[config.mk]
export PLATFORM = sky130hd
export DESIGN_NAME = transmit
export DESIGN_NICKNAME = d
export VERILOG_FILES = /design/src/rtl/transmit_pkg.sv /design/src/rtl/transmit_bit_time_counter.sv /design/src/rtl/transmit.sv
export SDC_FILE = /design/constraint.sdc
export NUM_CORES = 1
export LEC_CHECK = 0
export ABC_AREA = 1
export BUFFER_PORTS_ARGS = -buffer_cell sky130_fd_sc_hd__buf_4
export CAP_MARGIN = 25
export CORE_UTILIZATION = 45
export DETAILED_ROUTE_END_ITERATION = 12
export HOLD_SLACK_MARGIN = 0.08
export PLACE_DENSITY = 0.66
export SETUP_SLACK_MARGIN = 0.3
export SYNTH_ARGS = -nofsm -noshare
export SYNTH_HDL_FRONTEND = slang
export SYNTH_SLANG_ARGS = --single-unit
[constraint.sdc]
create_clock -name clk -period 1.51 [get_ports clk]
set_input_delay 0.151 -clock clk [delete_from_list [all_inputs] [get_ports clk]]
set_output_delay 0.151 -clock clk [all_outputs]
set_load 0.02 [all_outputs]
[src/rtl/transmit_pkg.sv]
// Shared UART framing definitions used by both the transmit and receive sides.
// Both ends build and check frames from the same constants and parity rule.
package transmit_pkg;

    localparam int FRAME_BITS = 11;

    // 100 MHz clock / 9600 baud = 10416.7 clocks per bit; one bit time is k+1 clocks.
    localparam int unsigned K_9600 = 10415;

    typedef enum logic {
        PAR_EVEN = 1'b0,
        PAR_ODD  = 1'b1
    } parity_sense_e;

    // Returns {b10, b9, d[6:0], start}. Unused b9/b10 positions become extra stop bits.
    function automatic logic [9:0] frame_body(input logic [7:0]    d,
                                              input logic          eight,
                                              input logic          parity_en,
                                              input parity_sense_e sense);
        logic b9;
        logic b10;
        b9  = 1'b1;
        b10 = 1'b1;
        if (eight) begin
            b9 = d[7];
            if (parity_en) b10 = (^d) ^ sense;
        end else if (parity_en) begin
            b9 = (^d[6:0]) ^ sense;
        end
        return {b10, b9, d[6:0], 1'b0};
    endfunction

endpackage

[src/rtl/transmit_bit_time_counter.sv]
// Bit-time divider: btu pulses for one clock every k+1 enabled clocks.
// Holding enable low keeps the count at zero so the next bit time starts clean.
module bit_time_counter #(
    parameter int KW = 19
) (
    input  logic          clk,
    input  logic          rst,
    input  logic          enable,
    input  logic [KW-1:0] k,
    output logic          btu
);

    logic [KW-1:0] cnt_q;
    logic [KW-1:0] cnt_d;

    always_comb begin
        btu   = enable && (cnt_q == k);
        cnt_d = cnt_q + KW'(1);
        if (!enable || btu) cnt_d = '0;
    end

    always_ff @(posedge clk or negedge rst) begin
        if (!rst) cnt_q <= '0;
        else      cnt_q <= cnt_d;
    end

endmodule

[src/rtl/transmit.sv]
// UART transmitter: latches a byte on load, then shifts start/data/parity/stop
// bits out LSB first on tx, padded to FRAME_BITS bit times.
module transmit #(
    parameter int FRAME_BITS = transmit_pkg::FRAME_BITS,
    parameter int KW         = 19
) (
    input  logic          clk,
    input  logic          rst,
    input  logic          load,
    input  logic [7:0]    data,
    input  logic          eight,
    input  logic          parity_en,
    input  logic          ohel,
    input  logic [KW-1:0] k,
    output logic          tx,
    output logic          TXRDY,
    output logic          done
);

    import transmit_pkg::*;

    localparam int CW = $clog2(FRAME_BITS + 1);

    logic [FRAME_BITS-1:0] sr_q, sr_d;
    logic [CW-1:0]         bit_cnt_q, bit_cnt_d;
    logic                  busy_q, busy_d;
    logic                  start_q, start_d;
    logic                  txrdy_q, txrdy_d;
    logic                  done_q, done_d;
    logic [7:0]            data_q, data_d;
    logic                  eight_q, eight_d;
    logic                  parity_en_q, parity_en_d;
    parity_sense_e         sense_q, sense_d;
    logic [KW-1:0]         k_q, k_d;

    logic btu;
    logic count_en;
    logic accept;
    logic last_bit;

    // Handshake: load is a request, TXRDY the ready; a transfer happens only on a
    // clock edge where both are 1. load while TXRDY=0 is dropped, not queued.
    assign accept   = load && txrdy_q;
    assign last_bit = (bit_cnt_q == CW'(FRAME_BITS - 1));
    assign count_en = busy_q && !start_q;

    bit_time_counter #(.KW(KW)) u_bit_time_counter (
        .clk    (clk),
        .rst    (rst),
        .enable (count_en),
        .k      (k_q),
        .btu    (btu)
    );

    always_comb begin
        sr_d        = sr_q;
        bit_cnt_d   = bit_cnt_q;
        busy_d      = busy_q;
        start_d     = start_q;
        txrdy_d     = txrdy_q;
        data_d      = data_q;
        eight_d     = eight_q;
        parity_en_d = parity_en_q;
        sense_d     = sense_q;
        k_d         = k_q;
        done_d      = 1'b0;

        if (accept) begin
            data_d      = data;
            eight_d     = eight;
            parity_en_d = parity_en;
            sense_d     = parity_sense_e'(ohel);
            k_d         = k;
            txrdy_d     = 1'b0;
            busy_d      = 1'b1;
            start_d     = 1'b1;
        end

        // The frame is built one cycle after accept, from the latched controls only.
        if (start_q) begin
            sr_d      = {{(FRAME_BITS - 10){1'b1}},
                         frame_body(data_q, eight_q, parity_en_q, sense_q)};
            bit_cnt_d = '0;
            start_d   = 1'b0;
        end else if (busy_q && btu) begin
            sr_d      = {1'b1, sr_q[FRAME_BITS-1:1]};
            bit_cnt_d = bit_cnt_q + CW'(1);
            if (last_bit) begin
                bit_cnt_d = '0;
                busy_d    = 1'b0;
                txrdy_d   = 1'b1;
                done_d    = 1'b1;
            end
        end
    end

    always_ff @(posedge clk or negedge rst) begin
        if (!rst) begin
            sr_q        <= '1;
            bit_cnt_q   <= '0;
            busy_q      <= 1'b0;
            start_q     <= 1'b0;
            txrdy_q     <= 1'b1;
            done_q      <= 1'b0;
            data_q      <= '0;
            eight_q     <= 1'b0;
            parity_en_q <= 1'b0;
            sense_q     <= PAR_EVEN;
            k_q         <= '0;
        end else begin
            sr_q        <= sr_d;
            bit_cnt_q   <= bit_cnt_d;
            busy_q      <= busy_d;
            start_q     <= start_d;
            txrdy_q     <= txrdy_d;
            done_q      <= done_d;
            data_q      <= data_d;
            eight_q     <= eight_d;
            parity_en_q <= parity_en_d;
            sense_q     <= sense_d;
            k_q         <= k_d;
        end
    end

    assign tx    = sr_q[0];
    assign TXRDY = txrdy_q;
    assign done  = done_q;

endmodule

==> flow_summary.html <==
<table>
<tr><th>Metric</th><th>Value</th></tr>
<tr><th colspan="2">Clock network</th></tr>
<tr><td>Worst-path clk slew</td><td>roughly 0.07 ns</td></tr>
<tr><td>Number of H-tree levels</td><td>3</td></tr>
<tr><td>Clock latency at the later pin of the worst-skew pair</td><td>0.35 ns</td></tr>
<tr><td>TritonCTS clock tree</td><td>done</td></tr>
<tr><td>Number of clock sinks</td><td>67</td></tr>
<tr><td>CTS Buf Count</td><td>9</td></tr>
<tr><td>Buffer depth of the longest clock path</td><td>2</td></tr>
<tr><td>CTS root buf</td><td>sky130_fd_sc_hd__clkbuf_8</td></tr>
<tr><th colspan="2">Route</th></tr>
<tr><td>DRC violations left</td><td>0</td></tr>
<tr><td>Antenna Nets Post-Route</td><td>0</td></tr>
<tr><td>Vias</td><td>3517</td></tr>
<tr><td>Via-per-instance ratio</td><td>4.919</td></tr>
<tr><td>Number of iterations in the first detailed-routing pass</td><td>4</td></tr>
<tr><td>Total Wirelength</td><td>between 9 and 10 mm</td></tr>
<tr><td>Wirelength per Cell</td><td>around 14 um</td></tr>
<tr><td>Number of DRC markers after the initial detailed-route iteration</td><td>just under 200</td></tr>
<tr><th colspan="2">Yosys</th></tr>
<tr><td>Register bit total from synthesis</td><td>67</td></tr>
<tr><td>Library cells used by synthesis</td><td>30</td></tr>
<tr><td>Number of synthesized flops with an enable pin</td><td>0</td></tr>
<tr><td>Largest area contributor in the netlist</td><td>sky130_fd_sc_hd__dfrtp_1</td></tr>
<tr><td>Share of flip-flops with an asynchronous set or reset after synthesis</td><td>1.000</td></tr>
<tr><td>Synthesized netlist cell count</td><td>about 480</td></tr>
<tr><td>YS warnings</td><td>0</td></tr>
<tr><td>Syn_nets</td><td>512</td></tr>
<tr><td>Cell with the most instances after synthesis</td><td>sky130_fd_sc_hd__nand2_1</td></tr>
<tr><td>Post-synthesis cell area</td><td>roughly 3600 um2</td></tr>
<tr><td>List of most frequent post-synthesis cells</td><td>144 x sky130_fd_sc_hd__nand2_1, 63 x sky130_fd_sc_hd__nor2_1, 56 x sky130_fd_sc_hd__dfrtp_1, 56 x sky130_fd_sc_hd__inv_1, 27 x sky130_fd_sc_hd__a21oi_1</td></tr>
<tr><td>Leading post-synthesis cells by cell area</td><td>sky130_fd_sc_hd__dfrtp_1 39%, sky130_fd_sc_hd__nand2_1 15%, sky130_fd_sc_hd__dfstp_2 8.0%</td></tr>
<tr><td>Register area share after synthesis</td><td>0.4672</td></tr>
<tr><td>Yosys top cell area share</td><td>0.3873</td></tr>
<tr><td>Synthesized area per cell</td><td>roughly 7.6 um2</td></tr>
<tr><td>Ys flop type</td><td>sky130_fd_sc_hd__dfrtp_1</td></tr>
<tr><th colspan="2">STA</th></tr>
<tr><td>Total setup violations reported at the end of the flow</td><td>24</td></tr>
<tr><td>Worst Hold Margin</td><td>0.3416 ns</td></tr>
<tr><td>Actual transition at the worst max-transition pin</td><td>0.3793 ns</td></tr>
<tr><td>Final Slew Violations</td><td>0</td></tr>
<tr><td>Hold Violations, Final</td><td>0</td></tr>
<tr><td>Setup_tns</td><td>-0.8861 ns</td></tr>
<tr><td>Tcrit/Tclk final</td><td>1.034</td></tr>
<tr><td>Highest Clock Rate</td><td>around 640 MHz</td></tr>
<tr><td>Post-route minimum period</td><td>between 1.5 and 2 ns</td></tr>
<tr><td>Max-Slew Margin vs Limit</td><td>0.7471</td></tr>
<tr><td>Setup repair after global routing missed its margin</td><td>true</td></tr>
<tr><td>Smallest setup slack after layout</td><td>-0.05065 ns</td></tr>
<tr><td>Clock Skews</td><td>a little under 0.007 ns</td></tr>
<tr><th colspan="2">Place</th></tr>
<tr><td>Routability congestion estimate</td><td>roughly 0.9</td></tr>
<tr><td>Placed cell count</td><td>648</td></tr>
<tr><td>Final HPWL from detailed placement</td><td>roughly 5.9 mm</td></tr>
<tr><td>Worst Setup Slack post-DPL</td><td>-0.06520 ns</td></tr>
<tr><td>Count of buffers inserted at the top-level ports</td><td>35</td></tr>
<tr><td>Post-Place Cell Area</td><td>4402 um2</td></tr>
<tr><th colspan="2">Floorplan</th></tr>
<tr><td>Total die area</td><td>approximately 8400 um2</td></tr>
<tr><td>Starting density of the core</td><td>0.4659</td></tr>
<tr><td>Die boundary height</td><td>approximately 92 um</td></tr>
<tr><td>Width of the die</td><td>between 90 and 100 um</td></tr>
<tr><td>I/O pin total</td><td>36</td></tr>
<tr><td># rows</td><td>32</td></tr>
<tr><td>Placeable core area</td><td>between 7000 and 8000 um2</td></tr>
<tr><th colspan="2">Critical path</th></tr>
<tr><td>Cell class contributing the biggest share of worst-path delay</td><td>flip-flops</td></tr>
<tr><td>Slowest-stage cell, CP</td><td>sky130_fd_sc_hd__dfrtp_1</td></tr>
<tr><td>Required time at the endpoint of the critical path</td><td>1.75 ns</td></tr>
<tr><td>Longest individual stage delay on the worst path</td><td>between 0.4 and 0.5 ns</td></tr>
<tr><td>Signal arrival time at the worst endpoint</td><td>1.80 ns</td></tr>
<tr><td>Critical Path Start Type</td><td>register</td></tr>
<tr><td>Worst path bufs/invs</td><td>1</td></tr>
<tr><td>Startpoint-to-endpoint class of the critical path</td><td>reg2reg</td></tr>
<tr><td>Cell-by-cell listing of the critical path</td><td>xnor2_1, nand2_1, nor2_2, nand3_2, o21ai_4, buf_12, a21oi_1</td></tr>
<tr><td>Highest net fanout along the worst path</td><td>19</td></tr>
<tr><td>Kind of end point of the critical path</td><td>register</td></tr>
<tr><th colspan="2">Finish</th></tr>
<tr><td>Non-Filler Cell Area, Final</td><td>~5500 um2</td></tr>
<tr><td>Nets@finish</td><td>between 600 and 700</td></tr>
<tr><td>Number of antenna diodes</td><td>0</td></tr>
<tr><td>Non-filler instance count after layout</td><td>715</td></tr>
<tr><td>Area growth from synthesis to layout</td><td>51.80%</td></tr>
<tr><td>Share of final-layout standard cells stronger than drive strength 1</td><td>0.3752</td></tr>
<tr><th colspan="2">Global routing</th></tr>
<tr><td>Total routing resource utilization after global routing</td><td>0.2336</td></tr>
<tr><td>Pin count of the biggest net entering global routing</td><td>a little under 70</td></tr>
<tr><td>Number of global-route vias before repair</td><td>around 3400</td></tr>
<tr><td>GRT overflow</td><td>0</td></tr>
<tr><td>Antenna violations before repair</td><td>0</td></tr>
<tr><td>Wire length of the first global-routing pass</td><td>15.26 mm</td></tr>
<tr><th colspan="2">Power</th></tr>
<tr><td>Leakage power</td><td>between 2 and 3 nW</td></tr>
<tr><td>Power density relative to cell area</td><td>870.3 nW/um2</td></tr>
<tr><td>Largest voltage drop on the vdd net</td><td>roughly 0.00075 V</td></tr>
<tr><th colspan="2">Status</th></tr>
<tr><td>Violated checks</td><td>setup timing</td></tr>
<tr><td>Run status</td><td>finished, violations left</td></tr>
<tr><th colspan="2">Worst hold path</th></tr>
<tr><td>Tightest Hold Check Type</td><td>in2async</td></tr>
<tr><th colspan="2">Flow run</th></tr>
<tr><td>Maximum Capacitance Violations</td><td>0</td></tr>
</table>
## kinds of logic after synthesis
| group | count (synthesis) | synth area share |
|---|---|---|
| flops | 67 | 0.4672 |
| mux | 6 | 0.01867 |
| buf+inv | 73 | 0.08368 |
| fa+ha+maj | 3 | 0.01037 |
| compound gates | 42 | 0.06328 |
| simple gates | 268 | 0.3157 |
| xor+xnor | 17 | 0.04115 |
## placed cells by master, fill, tap and decap left out, types with 2 or more instances in the layout
master / Yosys / routed
sky130_fd_sc_hd__nor3_2: 0 / 5
sky130_fd_sc_hd__dfrtp_2: 0 / 2
sky130_fd_sc_hd__nand2_4: 0 / 2
sky130_fd_sc_hd__dfstp_2: 11 / 11
sky130_fd_sc_hd__nand4_1: 8 / 8
sky130_fd_sc_hd__nor2_2: 14 / 25
sky130_fd_sc_hd__buf_6: 1 / 9
sky130_fd_sc_hd__inv_1: 56 / 54
sky130_fd_sc_hd__buf_4: 1 / 82
sky130_fd_sc_hd__o21ai_0: 13 / 11
sky130_fd_sc_hd__nor2_1: 63 / 41
sky130_fd_sc_hd__dfrtp_1: 56 / 54
sky130_fd_sc_hd__clkbuf_1: 4 / 3
sky130_fd_sc_hd__dlygate4sd3_1: 0 / 32
sky130_fd_sc_hd__xor2_1: 12 / 11
sky130_fd_sc_hd__nand2_8: 0 / 4
sky130_fd_sc_hd__clkinv_1: 2 / 2
sky130_fd_sc_hd__nor2_4: 0 / 11
sky130_fd_sc_hd__nand3_2: 2 / 16
sky130_fd_sc_hd__inv_2: 4 / 6
sky130_fd_sc_hd__mux2_4: 0 / 5
sky130_fd_sc_hd__xnor2_2: 0 / 3
sky130_fd_sc_hd__xnor2_1: 5 / 2
sky130_fd_sc_hd__nand2_2: 1 / 11
sky130_fd_sc_hd__buf_12: 1 / 4
sky130_fd_sc_hd__a21oi_2: 0 / 9
sky130_fd_sc_hd__a21oi_1: 27 / 18
sky130_fd_sc_hd__clkbuf_16: 0 / 2
sky130_fd_sc_hd__clkbuf_8: 0 / 11
sky130_fd_sc_hd__nand3_1: 26 / 11
sky130_fd_sc_hd__ha_1: 3 / 2
sky130_fd_sc_hd__nand2_1: 144 / 131
## power breakdown
part | switching, mW | total (mW) | internal, mW
clock network | 0.681 | 1.53 | 0.853
logic | 0.567 | 1.10 | 0.537
registers | 0.162 | 2.14 | 1.98
## worst register-to-register path, cell delays in order, from the launching register on
cell                      delay, ns
sky130_fd_sc_hd__dfrtp_1       0.43
sky130_fd_sc_hd__xnor2_1       0.20
sky130_fd_sc_hd__nand2_1       0.12
sky130_fd_sc_hd__nor2_2        0.14
sky130_fd_sc_hd__nand3_2       0.11
sky130_fd_sc_hd__o21ai_4       0.18
sky130_fd_sc_hd__buf_12        0.19
sky130_fd_sc_hd__a21oi_1       0.06
## metal layers
| metal | track usage | vias to the layer above | share of wire |
|---|---|---|---|
| met4 | 0.07275 | 0 | 0.017 |
| met1 | 0.3147 | 1665 | 0.45 |
| li1 | - | 1747 | - |
| met3 | 0.04975 | 14 | 0.050 |
| met2 | 0.3766 | 91 | 0.48 |
| met5 | 0 | - | 0 |
## state kept, by name, indices dropped and copies added, names as in the netlist
name / count
parity_en_q: 1
sense_q: 1
k_q: 19
data_q: 8
busy_q: 1
start_q: 1
bit_cnt_q: 4
u_bit_time_counter.cnt_q: 19
TXRDY: 1
sr_q: 10
eight_q: 1
done: 1
## worst paths after layout
kind	from	end	slack (ns)	cells after the start
max reg2reg	u_bit_time_counter.cnt_q[4]	u_bit_time_counter.cnt_q[17]	-0.05	7
max in group asynchronous	rst	TXRDY	0.81	3
max	u_bit_time_counter.cnt_q[4]	u_bit_time_counter.cnt_q[17]	-0.05	7
min	rst	data_q[3]	0.34	3
min reg2reg	start_q	start_q	0.44	1
min in group clk	start_q	start_q	0.44	1
## repair_timing
action | 4_1_cts | 5_1_grt
setup buffers | 5 | 8
gates resized for setup | 32 | 62
pin swaps | 9 | 14
setup endpoints to repair | 58 | 52
endpoints found under the hold margin | 87 | 0
hold buffers | 32 | 0
cloned | 1 | 5
## area by class of cell
| cell class | count | area (um2) |
|---|---|---|
| clock buffer | 14 | 162.7 |
| clock inverter | 2 | 35.03 |
| fill | 611 | 2275 |
| inverter | 62 | 232.7 |
| multi-input combinational | 339 | 2074 |
| sequential | 67 | 1693 |
| tap | 102 | 127.6 |
| timing repair buffer | 129 | 1167 |
## metrics by stage
step           utilization  total power, mW
6_report            0.7072            4.781
5_1_grt             0.7072            5.024
4_1_cts             0.6566            4.663
3_5_place_dp        0.5667            2.968
3_3_place_gp        0.5667            2.935
2_1_floorplan            -            2.613
(Power assumes the default switching activity.)
